File: src/rtl/regfile_multiport.sv
// regfile_multiport: two-write, NUM_READ-read register file with busy scoreboard; `REGFILE_BYPASS_EN adds write-to-read bypass
module regfile_multiport #(
    parameter int DATA_WIDTH = 32,
    parameter int DEPTH      = 32,
    parameter int NUM_READ   = 2,
    parameter int ZERO_REG   = 1,
    localparam int AW        = $clog2(DEPTH)
) (
    input  logic                           clock,
    input  logic                           ctrl_reset_n,
    input  logic [1:0]                     ctrl_writeEn,
    input  logic [2*AW-1:0]                ctrl_writeReg,
    input  logic [2*DATA_WIDTH-1:0]        data_writeReg,
    input  logic [NUM_READ*AW-1:0]         ctrl_readReg,
    output logic [NUM_READ*DATA_WIDTH-1:0] data_readReg,
    input  logic                           ctrl_busySet,
    input  logic [AW-1:0]                  ctrl_busyReg,
    output logic [NUM_READ-1:0]            data_busy
);
    logic [DATA_WIDTH-1:0] r_mem [DEPTH];
    logic [DEPTH-1:0]      r_busy;
    logic [DEPTH-1:0]      w_hit0;
    logic [DEPTH-1:0]      w_hit1;
    logic [DEPTH-1:0]      w_set;
    logic [AW-1:0]         w_ridx [NUM_READ];

    function automatic logic f_valid(input logic [AW-1:0] idx);
        return (int'(idx) < DEPTH) && !((ZERO_REG != 0) && (idx == '0));
    endfunction

    // one-hot per-register write/set strobes; gated by reset so a held reset shows nothing
    always_comb begin
        w_hit0 = '0;
        w_hit1 = '0;
        w_set  = '0;
        for (int i = 0; i < DEPTH; i++) begin
            w_hit0[i] = ctrl_reset_n && ctrl_writeEn[0] && f_valid(ctrl_writeReg[0 +: AW]) && (ctrl_writeReg[0 +: AW] == AW'(i));
            w_hit1[i] = ctrl_reset_n && ctrl_writeEn[1] && f_valid(ctrl_writeReg[AW +: AW]) && (ctrl_writeReg[AW +: AW] == AW'(i));
            w_set[i]  = ctrl_reset_n && ctrl_busySet && f_valid(ctrl_busyReg) && (ctrl_busyReg == AW'(i));
        end
    end

    // storage and scoreboard: port 1 beats port 0, a new producer's set beats a writeback clear
    always_ff @(posedge clock or negedge ctrl_reset_n) begin
        if (!ctrl_reset_n) begin
            for (int i = 0; i < DEPTH; i++) r_mem[i] <= '0;
            r_busy <= '0;
        end else begin
            for (int i = 0; i < DEPTH; i++) begin
                if (w_hit1[i]) r_mem[i] <= data_writeReg[DATA_WIDTH +: DATA_WIDTH];
                else if (w_hit0[i]) r_mem[i] <= data_writeReg[0 +: DATA_WIDTH];
                if (w_set[i]) r_busy[i] <= 1'b1;
                else if (w_hit0[i] || w_hit1[i]) r_busy[i] <= 1'b0;
            end
        end
    end

    // unpack read indices
    always_comb begin
        for (int p = 0; p < NUM_READ; p++) w_ridx[p] = ctrl_readReg[p*AW +: AW];
    end

    // combinational read ports; invalid indices and the zero register read 0
    always_comb begin
        data_readReg = '0;
        data_busy    = '0;
        for (int p = 0; p < NUM_READ; p++) begin
            if (f_valid(w_ridx[p])) begin
                data_readReg[p*DATA_WIDTH +: DATA_WIDTH] = r_mem[w_ridx[p]];
                data_busy[p] = r_busy[w_ridx[p]];
`ifdef REGFILE_BYPASS_EN
                if (w_hit1[w_ridx[p]]) data_readReg[p*DATA_WIDTH +: DATA_WIDTH] = data_writeReg[DATA_WIDTH +: DATA_WIDTH];
                else if (w_hit0[w_ridx[p]]) data_readReg[p*DATA_WIDTH +: DATA_WIDTH] = data_writeReg[0 +: DATA_WIDTH];
                if (w_set[w_ridx[p]]) data_busy[p] = 1'b1;
                else if (w_hit0[w_ridx[p]] || w_hit1[w_ridx[p]]) data_busy[p] = 1'b0;
`endif
            end
        end
    end
endmodule

File: config.mk
export PLATFORM = sky130hd
export DESIGN_NAME = regfile_multiport
export DESIGN_NICKNAME = d
export VERILOG_FILES = /design/src/rtl/regfile_multiport.sv
export SDC_FILE = /design/constraint.sdc
export NUM_CORES = 2
export LEC_CHECK = 0
export ABC_AREA = 1
export BUFFER_PORTS_ARGS = -buffer_cell sky130_fd_sc_hd__buf_2
export CAP_MARGIN = 10
export CORE_MARGIN = 3
export CORE_UTILIZATION = 25
export DETAILED_ROUTE_END_ITERATION = 12
export PLACE_DENSITY_LB_ADDON = 0.1
export SYNTH_ARGS = -nofsm -noshare
export SYNTH_HDL_FRONTEND = slang
export SYNTH_SLANG_ARGS = --single-unit
File: constraint.sdc
create_clock -name clock -period 1.9 [get_ports clock]
set_input_delay 0.38 -clock clock [delete_from_list [all_inputs] [get_ports clock]]
set_output_delay 0.38 -clock clock [all_outputs]
set_load 0.02 [all_outputs]
**After elaboration in Yosys (flattened, before gate mapping)**

Cells that the tools add are included.

- Bits of input ports: 94
- Word-level logic and storage cells: 511
- Bits in registers: 1,056
- Output and inout port bits: 66

- Mux-type cells: 142
- Order comparisons: 4
- Reduce and logical (&&, ||, !) cells: 206
- Equal/unequal tests: 93
- Bitwise gates (word level): 2

Operators by type and width:

| cell | number |
|---|---|
| $mux 32 | 70 |
| $bmux 32 s5 | 2 |
| $eq 5x5->1 const B | 48 |
| $reduce_bool 2->1 | 64 |
| $eq 5x4->1 const B | 24 |
| $logic_and 1x1->1 | 102 |
| $mux 1 | 68 |
| $eq 5x3->1 const B | 12 |
| $logic_or 1x1->1 | 32 |
| $eq 5x2->1 const B | 6 |
| $logic_not 5->1 | 5 |
| $eq 5x1->1 const B | 3 |
| $ge 6x6->1 const B | 2 |
| $lt 5x6->1 const B | 2 |
| $not 5->6 | 2 |
| $bmux 1 s5 | 2 |
| $logic_not 1->1 | 3 |

**Logic depth before layout (Yosys ltp)**

- Depth in word-level cells: 7
- Gate-level depth with buffers: 12
- Depth with buffers taken out: 10

**Least setup slack after synthesis**

No wires, ideal clock.

- Kind: input to output
- From: in ctrl_readReg[5]
- To: out data_readReg[44]
- Cell stages on the path: 12
- Setup slack: -0.235 ns
- Arrival time: 1.755 ns
- Path buffers: 3
- Required time: 1.520 ns
- Path through: buf_2 > inv_2 > buf_2 > clkbuf_1 > nand2_1 > nand3_1 > nand3_1 > nand2_1 > nand2_1 > nand3_1 > nand2_1 > nor2_1

- Longest elaborated chain between the ends: 5
- Elaborated cells on any way between the ends: 6
- Those cells by class: 4 x mux; 1 x bitwise; 1 x reduce/logical

Ends and longest elaborated chain:

| element | line | RTL |
|---|---|---|
| start: declaration | 14 | `input logic [NUM_READ*AW-1:0] ctrl_readReg,` |
| $not 5->6 (not written as such) | 69 | `data_readReg[p*DATA_WIDTH +: DATA_WIDTH] = r_mem[w_ridx[p]];` |
| $bmux 32 s5 | 69 |  |
| $mux 32 (not written as such) (2 in a row) | 69 |  |
| $mux 32 * | 68 | `if (f_valid(w_ridx[p])) begin` |
| end: declaration | 15 | `output logic [NUM_READ*DATA_WIDTH-1:0] data_readReg,` |

Every way passes the cells marked *; elsewhere a longest branch is shown, timed or not. The select of a mux whose other input is x is not followed.

**Worst setup path after layout**

- From: reg r_mem[239] (netlist bit)
- To: out data_readReg[15]

- Longest elaborated chain between the ends: 4

Ends and longest elaborated chain:

| element | line | RTL |
|---|---|---|
| start: declaration | 20 | `logic [DATA_WIDTH-1:0] r_mem [DEPTH];` |
| start signal: indexed assignment | 50 | `if (w_hit1[i]) r_mem[i] <= data_writeReg[DATA_WIDTH +: DATA_WIDTH];` |
| start signal: indexed assignment | 51 | `else if (w_hit0[i]) r_mem[i] <= data_writeReg[0 +: DATA_WIDTH];` |
| $bmux 32 s5 | 69 |  |
| $mux 32 (not written as such) (2 in a row) | 69 |  |
| $mux 32 | 68 |  |

Every way passes these cells. The select of a mux whose other input is x is not followed.

==> flow_summary.ini <==
[status]
status = finished with violations
violations = hold timing, setup timing

[timing]
fin_ws_ps = -806
tightest_slew_ps = 957
holdWs_ps = -42.0
setup_viol = 66
max_freq_ghz = 0.370
skew_ps = 0
finalMaxSlewViolations = 0
period_share_pct = 142
hold_viol = 40
final.min_clock_period_ps = 2710
rsz0062_at_grt = true
slew_headroom_pct = 36.2

[setup_path]
startpoint = r_mem[239]$_DFFE_PN0P_
startpoint_type = flop
crit_end = data_readReg[15]
r2r_cells = 13
crit_fanout = 3
r2r_slack_ps = 130
critPathCaptureType = output pin
criticalPathCategory = flop to output pin
worstPathRequired_ps = 1520
r2r_start = r_mem[835]$_DFFE_PN0P_
arrival_ps = 2330
r2r_end = r_mem[835]$_DFFE_PN0P_

[pwr]
peakVddDrop_mv = 0.576
power.density_mw_per_mm2 = 873
finalPower_mw = 84.0
p_leak_nw = 45.6

[clock_network]
cts-root-buf = clkbuf_16
clkTransAtPathRegs_ps = 60
clockBufferDepth = 4
htree_levels = 4
cts_sinks = 1056
clk-insertion-delay-late_ps = 830
cts_tree = built
cts_buffers = 154

[yosys]
synth_edf_count = 0
avgSynthCellArea_um2 = 6.29
netlist_instances = 11267
synth_common_cells = nand2_1 (5300), nand3_1 (1876), dfrtp_1 (1056)
synth_nets = 11361
synth_top_area_share_pct = 37.3
yosys-top-cells-area = dfrtp_1 (37%), nand2_1 (28%), nand3_1 (13%)
synthArstFlopShare_pct = 100
synth.distinct_cells = 28
ys_seq_area_share_pct = 37.3
synthFlopType = dfrtp_1
syn-cell-area_mm2 = 0.0708
yosys_warnings = 0
yosysTopAreaCell = dfrtp_1
ys_ff_latch = 1056
post-synth-top-count-cell = nand2_1

[global_route]
grt_antenna_before_repair = 20
grt_remaining_overflow = 0
grt_pass1_vias = 78782
grt_first_pass_wirelength_um = 624000
grt_max_degree = 129
track_usage_pct = 29.6

[die]
ios = 160
rows = 194
start_util_pct = 25.2
die_area_mm2 = 0.290
core-area_mm2 = 0.281
die_x_um = 538
fp.dieH_um = 538

[detailed_routing]
routed_wirelength_um = 446000
drc = 0
routed_via_density = 5.40
vias = 84335
drtIter0Drc = 10721
wl_per_cell_um = 28.6
ant_nets = 0
dr.pass1.iters = 9

[job]
maxCapViolCount = 0

[placement]
io_buffers = 159
place.gp.congestion = 0.945
dp_hpwl_um = 303000
dpl.cell_count = 15199
dpl-instance-area_mm2 = 0.0860

[layout]
n_fill_cell = 29921
stdcell_count = 15616
drive_above_1_share_pct = 19.9
area_growth_pct = 35.8
fin_nets = 11869
final_area_mm2 = 0.0962

[min_path]
min_path_type = input port to async pin
-- metal layers --
| layer | part of all wire, % | track usage [%] | wire [µm] |
|---|---|---|---|
| met1 | 43 | 41.0 | 193000 |
| met2 | 44 | 45.2 | 194000 |
| met3 | 8.1 | 4.45 | 36200 |
| met4 | 5.0 | 13.5 | 22400 |
| met5 | 0 | 0 | 0 |
-- worst min-delay path by stage --
stage	end	from	slack (ps)	cells after the start
detailed placement	r_mem[998]$_DFFE_PN0P_	r_mem[998]$_DFFE_PN0P_	390	0
finish	r_mem[981]$_DFFE_PN0P_	ctrl_reset_n	-40	3
global route	r_mem[734]$_DFFE_PN0P_	ctrl_reset_n	3	3
floorplan	r_busy[0]$_DFFE_PN0P_	ctrl_reset_n	80	0
global placement	r_mem[1009]$_DFFE_PN0P_	r_mem[1009]$_DFFE_PN0P_	390	0
CTS	r_mem[241]$_DFFE_PN0P_	data_writeReg[17]	0.5	4
-- final cells by class --
type                    instances  area [µm²]  share of cell area (%)
repair inverters                2        20.0                  0.0208
multi-input cells            8925       42800                    44.5
inverters                     228         936                   0.973
well taps                    3724        4660                    4.84
flip-flops and latches       1056       26400                    27.5
clock inverters                34         469                   0.488
repair buffers               1408       16300                    16.9
clock buffers                 229        4560                    4.74
diodes                         10        25.0                  0.0260
-- registers in the layout, summed over array words and instances, names as in the netlist --
name and flops:
r_mem 1024, r_busy 32
-- cell families after synthesis --
logic type / synth area share (%)
flip-flops: 37.3
buffers and inverters: 7.41
AO/OA/AOI/OAI: 11.2
AND/OR/NAND/NOR: 44.1
-- per-stage QoR --
step	util, %	setup TNS (ps)	setup WS (ps)
global placement	30.6	-351870	-875
CTS	33.5	-391320	-862
floorplan	-	-9.99	-0.935
finish	34.3	-44540	-806
detailed placement	30.6	-346760	-869
global route	34.3	-49290	-866
-- where the power goes --
part | leakage, nW | internal [mW] | switching (mW) | total (mW)
logic | 29.5 | 8.94 | 13.2 | 22.1
registers | 13.7 | 27.2 | 4.45 | 31.7
clock network | 2.48 | 17.9 | 12.3 | 30.2
-- worst max-delay path, stage by stage (launching register included) --
cell and delay [ps]:
dfrtp_2 420, nand2_1 70, nand3_1 70, nand3_1 80, nand2_1 100, nand2_1 70, nand3_2 160, nand2_1 130
nor2_4 190, buf_6 150
-- cell usage in the layout (no fill, tap or decap), types with 4 or more instances in the layout --
cell type	n
a21oi_2	32
o21ai_0	290
a21oi_1	117
inv_1	132
clkbuf_16	160
nand2_1	5057
clkbuf_1	36
clkinv_2	18
clkinv_1	14
buf_2	84
buf_6	117
nor2_4	158
nor2_1	312
clkbuf_8	36
bufinv_16	10
nand3_2	162
o21ai_4	22
buf_12	386
nand2_4	65
nand2_2	182
dfrtp_1	1047
nand3_1	1690
dlygate4sd3_1	47
o211ai_1	623
diode_2	10
o221ai_1	14
bufbuf_16	6
o21ai_1	128
inv_2	73
buf_8	4
nor2_2	36
nand3_4	24
o21ai_2	5
buf_4	744
inv_8	5
buf_16	16
dfrtp_2	9
-- timing repair --
action / 4_1_cts / 5_1_grt
hold buffers: 43 / 6
cloned: 8 / 4
setup endpoints to repair: 66 / 1678
resized for setup: 658 / 371
buffers inserted: 62 / 71
pin swaps: 343 / 321
endpoints found under the hold margin: 217 / 68
(Power assumes the default switching activity.)
